[config.mk]
export PLATFORM = sky130hd
export DESIGN_NAME = seg7_scan_capture
export DESIGN_NICKNAME = d
export VERILOG_FILES = /design/src/rtl/seg7_scan_capture.sv
export SDC_FILE = /design/constraint.sdc
export NUM_CORES = 1
export LEC_CHECK = 0
export CAP_MARGIN = 30
export CORE_MARGIN = 10
export CORE_UTILIZATION = 47
export CTS_CLUSTER_SIZE = 10
export DETAILED_ROUTE_END_ITERATION = 7
export PLACE_DENSITY = 0.73
export SLEW_MARGIN = 10
export SYNTH_ARGS = -nofsm -noshare
export SYNTH_HDL_FRONTEND = slang
export SYNTH_SLANG_ARGS = --single-unit
[constraint.sdc]
create_clock -name clk -period 2.71 [get_ports clk]
set_input_delay 0.813 -clock clk [delete_from_list [all_inputs] [get_ports clk]]
set_output_delay 0.813 -clock clk [all_outputs]
set_load 0.1 [all_outputs]
[src/rtl/seg7_scan_capture.sv]
// seg7_scan_capture
//   Receive side of a multiplexed 7-segment display link. Watches the segment
//   lines and the active-low digit selects and recovers the value shown on
//   each digit. One record is emitted per stable digit strobe over a
//   valid/ready port, and a per-digit table holds the last good value.
//
//   Optional feature macro: HEX_DECODE_EN adds the A..F glyphs to the decoder.
//
// Ports
//   clk        in   system clock, rising edge
//   rst        in   synchronous reset, active-high
//   seg        in   [6:0] segment lines {g,f,e,d,c,b,a}, 1 = lit
//   dig_sel_n  in   [NDIG-1:0] active-low digit selects
//   out_ready  in   consumer accepts the current record
//   ovf_clr    in   clears the sticky overflow flag
//   out_valid  out  record available
//   out_idx    out  [IDX_W-1:0] digit position of the record
//   out_val    out  [3:0] decoded value (0 on error or blank)
//   out_err    out  pattern not in the decode table
//   out_blank  out  pattern all-off
//   digits     out  [4*NDIG-1:0] last good value per position, digit i at [4i+3:4i]
//   ovf        out  sticky: a capture was dropped because a record was still held
module seg7_scan_capture #(
    parameter int NDIG       = 4,
    parameter int IDX_W      = 2,
    parameter int STABLE_CYC = 3
) (
    input  logic              clk,
    input  logic              rst,
    input  logic [6:0]        seg,
    input  logic [NDIG-1:0]   dig_sel_n,
    input  logic              out_ready,
    input  logic              ovf_clr,
    output logic              out_valid,
    output logic [IDX_W-1:0]  out_idx,
    output logic [3:0]        out_val,
    output logic              out_err,
    output logic              out_blank,
    output logic [4*NDIG-1:0] digits,
    output logic              ovf
);

    localparam int CNT_W = $clog2(STABLE_CYC + 1);

    typedef enum logic [1:0] {IDLE, SETTLE, HOLD} state_t;

    state_t           state, nxt_state;
    logic [IDX_W-1:0] lat_idx;
    logic [6:0]       lat_seg;
    logic [CNT_W-1:0] cnt, nxt_cnt;

    logic [NDIG-1:0]  sel;
    logic             samp_onehot;
    logic [IDX_W-1:0] samp_idx;
    logic             samp_same;
    logic             do_latch;
    logic             do_emit;
    logic [5:0]       dec;

    // Returns {err, blank, val[3:0]}.
    function automatic logic [5:0] decode(input logic [6:0] p);
        case (p)
            7'h00: decode = 6'b01_0000;
            7'h3F: decode = 6'b00_0000;
            7'h06: decode = 6'b00_0001;
            7'h5B: decode = 6'b00_0010;
            7'h4F: decode = 6'b00_0011;
            7'h66: decode = 6'b00_0100;
            7'h6D: decode = 6'b00_0101;
            7'h7D: decode = 6'b00_0110;
            7'h07: decode = 6'b00_0111;
            7'h7F: decode = 6'b00_1000;
            7'h6F: decode = 6'b00_1001;
`ifdef HEX_DECODE_EN
            7'h77: decode = 6'b00_1010;
            7'h7C: decode = 6'b00_1011;
            7'h39: decode = 6'b00_1100;
            7'h5E: decode = 6'b00_1101;
            7'h79: decode = 6'b00_1110;
            7'h71: decode = 6'b00_1111;
`endif
            default: decode = 6'b10_0000;
        endcase
    endfunction

    assign sel         = ~dig_sel_n;
    // Exactly one select low: non-zero and a power of two.
    assign samp_onehot = (sel != '0) && ((sel & (sel - NDIG'(1))) == '0);

    always_comb begin
        samp_idx = '0;
        for (int i = 0; i < NDIG; i++) begin
            if (sel[i]) samp_idx = IDX_W'(i);
        end
    end

    assign samp_same = samp_onehot && (samp_idx == lat_idx) && (seg == lat_seg);
    assign dec       = decode(seg);

    always_comb begin
        nxt_state = state;
        nxt_cnt   = cnt;
        do_latch  = 1'b0;
        do_emit   = 1'b0;
        case (state)
            IDLE: begin
                if (samp_onehot) begin
                    do_latch  = 1'b1;
                    nxt_cnt   = CNT_W'(1);
                    nxt_state = SETTLE;
                end
            end
            SETTLE: begin
                if (samp_same) begin
                    nxt_cnt = cnt + CNT_W'(1);
                end else if (samp_onehot) begin
                    do_latch = 1'b1;
                    nxt_cnt  = CNT_W'(1);
                end else begin
                    nxt_state = IDLE;
                end
            end
            HOLD: begin
                // A strobe already captured stays here until anything changes.
                if (!samp_same) begin
                    if (samp_onehot) begin
                        do_latch  = 1'b1;
                        nxt_cnt   = CNT_W'(1);
                        nxt_state = SETTLE;
                    end else begin
                        nxt_state = IDLE;
                    end
                end
            end
            default: nxt_state = IDLE;
        endcase
        // The emitting sample is always the current one, which equals the latch.
        if (nxt_state == SETTLE && nxt_cnt == CNT_W'(STABLE_CYC)) begin
            do_emit   = 1'b1;
            nxt_state = HOLD;
        end
    end

    always_ff @(posedge clk) begin
        if (rst) begin
            state     <= IDLE;
            cnt       <= '0;
            lat_idx   <= '0;
            lat_seg   <= '0;
            out_valid <= 1'b0;
            out_idx   <= '0;
            out_val   <= '0;
            out_err   <= 1'b0;
            out_blank <= 1'b0;
            digits    <= '0;
            ovf       <= 1'b0;
        end else begin
            state <= nxt_state;
            cnt   <= nxt_cnt;
            if (do_latch) begin
                lat_idx <= samp_idx;
                lat_seg <= seg;
            end
            if (do_emit) begin
                if (!out_valid || out_ready) begin
                    out_valid <= 1'b1;
                    out_idx   <= samp_idx;
                    out_val   <= dec[3:0];
                    out_err   <= dec[5];
                    out_blank <= dec[4];
                end
                // The table is updated even when the record itself is dropped.
                if (!dec[5] && !dec[4]) digits[4*samp_idx +: 4] <= dec[3:0];
            end else if (out_valid && out_ready) begin
                out_valid <= 1'b0;
            end
            // A new overflow wins over a simultaneous clear.
            if (ovf_clr) ovf <= 1'b0;
            if (do_emit && out_valid && !out_ready) ovf <= 1'b1;
        end
    end

endmodule

# == Word level (Yosys, flattened, before mapping) ==
# Index checks and enable logic that the tools add are counted.
# totals
reg_bits,39
output_inout_bits,26
inputBits,15
# op_classes
shift,2
n_bitwise,2
reduce_logical,24
mux,25
n_eq_ne,17
addsub,3
# op_table
operator,n
case mux 6 bit (11 select lines),1
"== test 7 bit, second input constant",7
negator 4 -> 34 bit,1
"variable shift 4 x 34 -> 16 bit, first input constant",1
variable part select 4 x 34 -> 16 bit,1
2-to-1 mux 2 bit,10
bitwise mux 16 bit,1
"== test 7 x 3 -> 1 bit, second input constant",2
case mux 2 bit (3 select lines),2
2-to-1 mux 1 bit,10
logical AND 1 bit,8
"== test 7 x 6 -> 1 bit, second input constant",1
== test 7 bit,1
logical NOT 7 bit,1
AND reduction 2 bit,3
AND 4 bit,1
"== test 2 x 1 -> 1 bit, second input constant",2
"== test 2 bit, second input constant",2
logical NOT 1 bit,4
logical NOT 4 bit,1
NOT 4 bit,1
nonzero test 2 bit,2
nonzero test 4 bit,1
OR reduction 2 bit,2
7 further kinds,7

# == Longest topological paths before layout ==
# logic_depth
ltp_word,15
mapped_depth,10
ltp_nobuf,9

# == Worst setup path after synthesis ==
# No wires, ideal clock.
# synth_path
path_kind,input port to flip-flop
from,input port seg[5]
to,register out_val[0]
stages,9
required_time_ps,2594
arrival_ps,2535
path_slack_ps,58
cell_sequence,buf_2 -> xor2_1 -> nor4_1 -> o2111a_1 -> o211ai_1 -> a211oi_4 -> buf_6 -> a21oi_1 -> a41o_1
# synth_via
elab_chain_len,8
elab_cells_between_ends,25
cone_classes,eq/ne (13); mux (8); reduce/logical (4)
# synth_lines
item,line,rtl
"start, declared",30,"input logic [6:0] seg,"
== test 7 bit,97,assign samp_same = samp_onehot && (samp_idx == lat_idx) && (seg == lat_seg);
logical AND 1 bit,97,
2-to-1 mux 2 bit (on tied branches),"125, 114",
case mux 2 bit (3 select lines),105,case (state)
== test 2 x 1 -> 1 bit / == test 2 bit (equally long branches),138,if (nxt_state == SETTLE && nxt_cnt == CNT_W'(STABLE_CYC)) begin
logical AND 1 bit,138,
2-to-1 mux 1 bit,138,
AND reduction 2 bit (no source line),n/a,
"end signal, assigned",168,out_val <= dec[3:0];
"end, declared",36,"output logic [3:0] out_val,"
# Several ways; a longest one is shown, not always the timed one.
# A chain may end at the register's enable or synchronous reset.

# == Final worst setup path ==
# layout_path
from,input port dig_sel_n[1]
to,register out_idx[1]
# layout_via
elab_chain_len,13
elab_cells_between_ends,27
cone_classes,add/sub (1); eq/ne (3); mux (14); bitwise (2); reduce/logical (7)
# layout_lines
item,line,rtl
"start, declared",31,"input logic [NDIG-1:0] dig_sel_n,"
NOT 4 bit *,86,assign sel = ~dig_sel_n;
subtractor 4 x 1 -> 4 bit / 2-to-1 mux 1 bit (equally long branches),"88, 93",
AND 4 bit / 2-to-1 mux 2 bit (equally long branches),"88, 93",
logical NOT 4 bit / 2-to-1 mux 2 bit (equally long branches),"88, 93",
logical AND 1 bit / == test 2 bit (equally long branches),"88, 97",
logical AND 1 bit (2 in a row),97,
2-to-1 mux 2 bit (on tied branches),"125, 114",
case mux 2 bit (3 select lines),105,
== test 2 x 1 -> 1 bit / == test 2 bit (equally long branches),138,
logical AND 1 bit *,138,
2-to-1 mux 1 bit *,138,
AND reduction 2 bit (no source line) *,n/a,
"end signal, assigned",167,out_idx <= samp_idx;
"end, declared",35,"output logic [IDX_W-1:0] out_idx,"
# Mark *: on every way between the ends. The rest lies on a longest branch, timed or not.

==> results.cfg <==
[drt]
ant_nets = 0
wl_um = 6020
number_of_iterations_in_the_first_detailed_routing_pass = 4
num_vias = 2157
drt-wirelength-per-cell_um = 15.2
detailedRoute.firstIterationViolations = 98
routed_via_density = 5.45
remaining_drc_errors = 0

[clocking]
number_of_cts_inserted_buffers = 5
ctsHtreeMaxLevel = 2
cts_tree = built
clk_transition_reported_paths_ns = 0.07
cts-root-buf = clkbuf_8
clock-sinks = 39
clock_insertion_delay_worst_skew_ns = 0.29
cts_buffer_depth = 2

[floorplan]
boundaryPins = 41
core_box_area_um2 = 4440
floorplan.die_area_um2 = 7840
die_h_um = 88.5
row_count = 24
floorplan_die_width_um = 88.5
initial_cell_density_of_the_core_pct = 49.7

[grt]
globalRoute.totalOverflow = 0
grt_first_pass_wirelength_um = 9750
grt_use_total_pct = 15.4
largest_net_degree_at_the_start_of_global_routing = 18
grt_antenna_before_repair = 0
grt_pass1_vias = 2095

[sta]
max_freq_ghz = 0.376
setup_tns_ns = 0
total_setup_violations_reported_at_the_end_of_the_flow = 0
worst_rel_slew_slack_pct = 52.5
fin_crit_sh_pct = 98.1
finalClockSkew_ns = 0.00561
worst_pin_slew_ns = 0.705
slew_viol_final = 0
timing_hold_violations_final = 0
finalWorstPathRequiredPeriod_ns = 2.66
post-route-worst-setup-slack_ns = 0.0502

[finish]
drive_above_1_share_pct = 31.1
antenna_cells = 0
area_delta_synth_final_pct = 41.6
final_cells = 396
layout.nets = 365
nFillCells = 358

[setup_path]
worstSetupPathType = in2reg
worst-path-max-fanout = 8
worst_ep_required_time_ns = 2.90
cp_data_arrival_time_ns = 2.85
timing.critical_path.to_type = register
r2r_setup_slack_ns = 0.45
critical_path.startpoint_type = primary input

[placement]
detailedPlace.worstSlack_ns = -0.556
place.port_buffers = 40
place.gp.congestion = 0.871
dp_hpwl_um = 4360
place.detailed.instances = 382

[run]
cap_violations = 0

[run_status]
run_status = completed

[power]
powerDensity_nw_per_um2 = 392
leakagePower_uw = 0.00142
power.ir.vdd_worst_v = 0.000225

[yosys]
synthCells = 266
yosys-top-cells-area = dfxtp_1, mux2i_1, nand2_1
number_of_nets_produced_by_synthesis = 288
synth-async-reset-ratio_pct = 0
synth_edf_count = 0
postSynthRegisterBits = 39
synth_area_leader_cell = dfxtp_1
yosysWarnings = 0
post-synth-top-area-fraction_pct = 35.4
synth_area_um2 = 2210
yosysSeqAreaShare_pct = 35.4
postSynth.topFlopCell = dfxtp_1
netlist-cell-type-count = 47
post_synth.cell_area_avg_um2 = 8.30

[min_path]
timing.hold.worst.class = reg2reg
metrics by stage:
stage	total power (µW)	utilization (%)	instance area, µm²	hold WS, ns
after floorplan	734	-	2210	0.465
after global placement	823	64.2	2850	0.446
after detailed placement	826	64.2	2850	0.453
after CTS	1210	68.3	3030	0.463
after global routing	1280	70.4	3130	0.481
final	1220	70.4	3130	0.459
critical path, cell delays in order:
cell	delay (ns)
dlygate4sd2_1	0.29
nand4b_1	0.23
o211ai_2	0.19
a31o_2	0.27
a31o_2	0.27
a211oi_4	0.25
buf_12	0.18
buf_8	0.12
nand3_1	0.08
nor3b_2	0.16
layer usage:
metal / up-vias / part of all wire [%] / track usage, %
met4: 0 / 1.7 / 6.02
met1: 1012 / 45 / 18.4
met3: 11 / 3.5 / 3.40
met5: - / 0 / 0
met2: 38 / 49 / 26.1
li1: 1096 / - / -
registers in the layout, indices dropped and copies added (netlist names):
signal,flops
state,2
out_idx,2
lat_seg,7
out_blank,1
out_val,4
ovf,1
lat_idx,2
digits,16
out_valid,1
out_err,1
cnt,2
path summary, 6_finish.rpt:
path           endpoint          from  cells past startpoint
max          out_idx[1]  dig_sel_n[1]                     10
min           digits[5]     digits[5]                      2
max reg2reg  out_idx[1]      state[0]                     10
min reg2reg   digits[5]     digits[5]                      2
cell usage in the layout (no fill, tap or decap), drive strengths merged, types with 7 or more instances in the layout:
master  netlist  final
nor2         18     18
xor2          7      7
o21ai        10     10
nand2b        7      7
clkbuf        8      7
a21oi        17     17
buf           7     70
inv           7      7
mux2i        21     21
nand2        54     54
dfxtp        39     39
ha            7      7
cell type report:
class	count	area, µm²	area share, %
Tap cell	52	65.1	2.08
Inverter	8	30.0	0.960
Multi-Input combinational cell	205	1470	46.9
Clock inverter	3	15.0	0.480
Clock buffer	5	68.8	2.20
Timing Repair Buffer	84	702	22.4
Sequential cell	39	781	25.0
synth_stat cells, types with 4 or more instances:
cell      number
a21oi_1       17
a31o_2         4
buf_2          6
clkbuf_1       7
dfxtp_1       39
ha_1           7
inv_1          7
mux2i_1       21
nand2_1       53
nand2b_1       7
nand3_1        6
nand4_2        4
nor2_1        18
nor2b_1        4
nor3_1         4
o21ai_0       10
xor2_1         7
what timing repair did:
item                                   4_1_cts  5_1_grt
cloned                                       1        0
pin swaps                                    9       12
gates resized for setup                     22       18
setup endpoints to repair                   26       30
setup buffers                                2        3
endpoints found under the hold margin        0        0
hold buffers                                 0        0
power by group:
part           switching (µW)  internal, µW
combinational             131           113
sequential               11.6           586
clock                     207           176
total                     350           875
logic make-up (layout without fill, tap and decap cells):
family | count (synthesis) | count (layout) | synth area share, %
AO/OA/AOI/OAI | 55 | 56 | 18.2
adder cells (fa/ha/maj) | 7 | 7 | 3.97
buffers and inverters | 23 | 100 | 4.65
AND/OR/NAND/NOR | 112 | 112 | 24.8
XOR/XNOR | 9 | 9 | 3.57
flip-flops | 39 | 39 | 35.4
multiplexers | 21 | 21 | 9.52
(Power assumes the default switching activity.)
==> variant, RTL diff (config.mk and constraints unchanged) <==
The parameter `IDX_W` goes from 2 to 1.
--- a/src/rtl/seg7_scan_capture.sv
+++ b/src/rtl/seg7_scan_capture.sv
@@ -22,7 +22,7 @@
 //   ovf        out  sticky: a capture was dropped because a record was still held
 module seg7_scan_capture #(
     parameter int NDIG       = 4,
-    parameter int IDX_W      = 2,
+    parameter int IDX_W      = 1,
     parameter int STABLE_CYC = 3
 ) (
     input  logic              clk,
Ports: changed (resized out_idx); port bits go from 41 to 40. The function was not compared with the original's and may differ.
==> variant against the original RTL <==
Synthesized area fell by 11%. Cell area down 16%. Worst hold slack worse by 0.010 ns. Count of clock-buffer cells in the layout rose by 2. Power fell by 2.8%. Via count decreased by 23%. Sequential share of layout area down 2.9 points. Combinational power rose by 14%. Sequential cell count is 10 lower. Worst setup slack better by 0.060 ns. Routed wire length fell by 23%.
==> variant: results <==
group,metric,value,unit
logic_synthesis,ys_async_sr_fraction,0,
power_and_ir_drop,leakage,1.14,nW
critical_path,path_delay_family,"simple AND/OR/NAND/NOR gates",
route,wl_per_cell,14.8,um
global_routing,grt_pass1_vias,1645,
final_layout,antennaDiodeCount,0,
final_layout,largestRegisters,"digits (8), lat_seg (7), out_val (4)",
final_layout,final_nets,283,
logic_synthesis,synth-seq-area-share,0.296,
worst_hold_path,hold_path_class,"flip-flop to flip-flop",
critical_path,cpPeakStageDelay,0.39,ns
status,outcome,"completed",
clocking,cts_max_path_buffers,2,
clocking,root_buffer,"clkbuf_8",
placement,place_inst,304,
clocking,cts_buffers,5,
critical_path,crit_slowest_cell,"and4b_4",
route,drc,0,
global_routing,gr-usage-met1,0.162,
global_routing,grtUsageMet3,0.0406,
logic_synthesis,ys_warn_count,0,
route,drtPass1Iterations,4,
power_and_ir_drop,netSwitchingPower,0.338,mW
route,routed_wl,4.67,mm
global_routing,grtUsageMet2,0.216,
placement,dp_hpwl,3.60,mm
clocking,htreeDepth,2,
final_layout,num-fill-cells,342,
critical_path,cp_max_fo,5,
logic_synthesis,synth_cell_types,60,
route,vias,1657,
logic_synthesis,synth_cells,211,
global_routing,grt_pass1_wl,8.09,mm
final_layout,drive_above_1_share,0.340,
placement,routabilityCongestion,0.999,
global_routing,grt_max_degree,37,
clocking,cts.clk_slew.worst_paths,0.06,ns
placement,numPortBuffers,31,
timing,skew,0.00257,ns
critical_path,cp.arrival,2.81,ns
power_and_ir_drop,peakVddDrop,0.319,mV
global_routing,grt_antenna_before_repair,0,
route,drtIter0Drc,105,
logic_synthesis,synth_top_cells_by_count,"29 x dfxtp_1, 20 x mux2i_1, 18 x nor2_1",
logic_synthesis,synth.area.top_cells,"dfxtp_1 30%, mux2i_1 10%, nand2b_1 4.5%, nor2_1 3.4%, xor2_1 3.1%",
global_routing,globalRouteTotalUtil,0.134,
clocking,clk-insertion-delay-late,0.28,ns
==> variant: changes by cell type after synthesis, moves of 4 or more <==
cell,before,now
nand2_1,53,7
dfxtp_1,39,29
a21oi_1,17,8
buf_4,0,8
nand2b_1,7,14
a31o_2,4,0
nand4_2,4,0
==> variant: logic make-up (layout without fill, tap and decap cells) <==
kind of cell	count (synthesis)	count (layout)	synth area share
buffers and inverters	24	71	0.0670
adders and majority gates	4	4	0.0255
AOI/OAI and AO/OA	40	40	0.167
DFF	29	29	0.296
muxes	23	23	0.123
and+or+nand+nor	81	81	0.275
xor gates and xnor gates	9	9	0.0441
other	1	8	0.00191
==> variant: power groups by stage <==
stage / Sequential, mW / Combinational, mW / Clock (mW)
floorplan: 0.456 / 0.193 / 0
global placement: 0.459 / 0.266 / 0
detailed placement: 0.459 / 0.267 / 0
CTS: 0.450 / 0.273 / 0.476
global route: 0.451 / 0.299 / 0.494
finish: 0.450 / 0.277 / 0.464
==> variant: layer usage <==
metal | wire length [um] | part of all wire
met5 | 0 | 0
met1 | 2130 | 0.46
met3 | 266 | 0.057
met4 | 79 | 0.017
met2 | 2190 | 0.47
==> variant: tightest hold or removal path, cell delays in order, from the launching register on <==
cell     delay (ns)
dfxtp_1        0.32
nand2_1        0.05
o31ai_1        0.05
==> variant: layout make-up <==
cell class / instances / area [sq um] / share of cell area
clock buffer: 7 / 86.3 / 0.0328
clock inverter: 1 / 30.0 / 0.0114
inverter: 4 / 15.0 / 0.00570
multi-input combinational: 165 / 1370 / 0.519
sequential: 29 / 581 / 0.220
tap: 50 / 62.6 / 0.0238
timing repair buffer: 59 / 492 / 0.187
==> variant: final timing paths <==
check               startpoint         to  slack, ns  depth (start not counted)
hold / removal             ovf        ovf       0.45                          2
setup reg to reg      state[1]    out_err       0.38                          9
setup / recovery  dig_sel_n[0]  digits[2]       0.11                          8
hold reg to reg            ovf        ovf       0.45                          2
==> variant: timing repair <==
action,4_1_cts,5_1_grt
setup endpoints to repair,24,16
pin swaps,8,8
gates resized for setup,16,14
hold endpoints to repair,0,0
buffers inserted,2,1
==> variant: metrics by stage <==
stage                util  setup slack, ns  cell area [sq um]  hold WS, ns  setup TNS [ns]
finish              0.654            0.111               2630        0.449               0
global route        0.654         -0.00352               2630        0.489        -0.00352
CTS                 0.645          0.00945               2600        0.456               0
detailed placement  0.599           -0.524               2410        0.441          -11.06
global placement    0.599           -0.459               2410        0.441          -10.02
floorplan               -           0.0322               2000        0.481               0
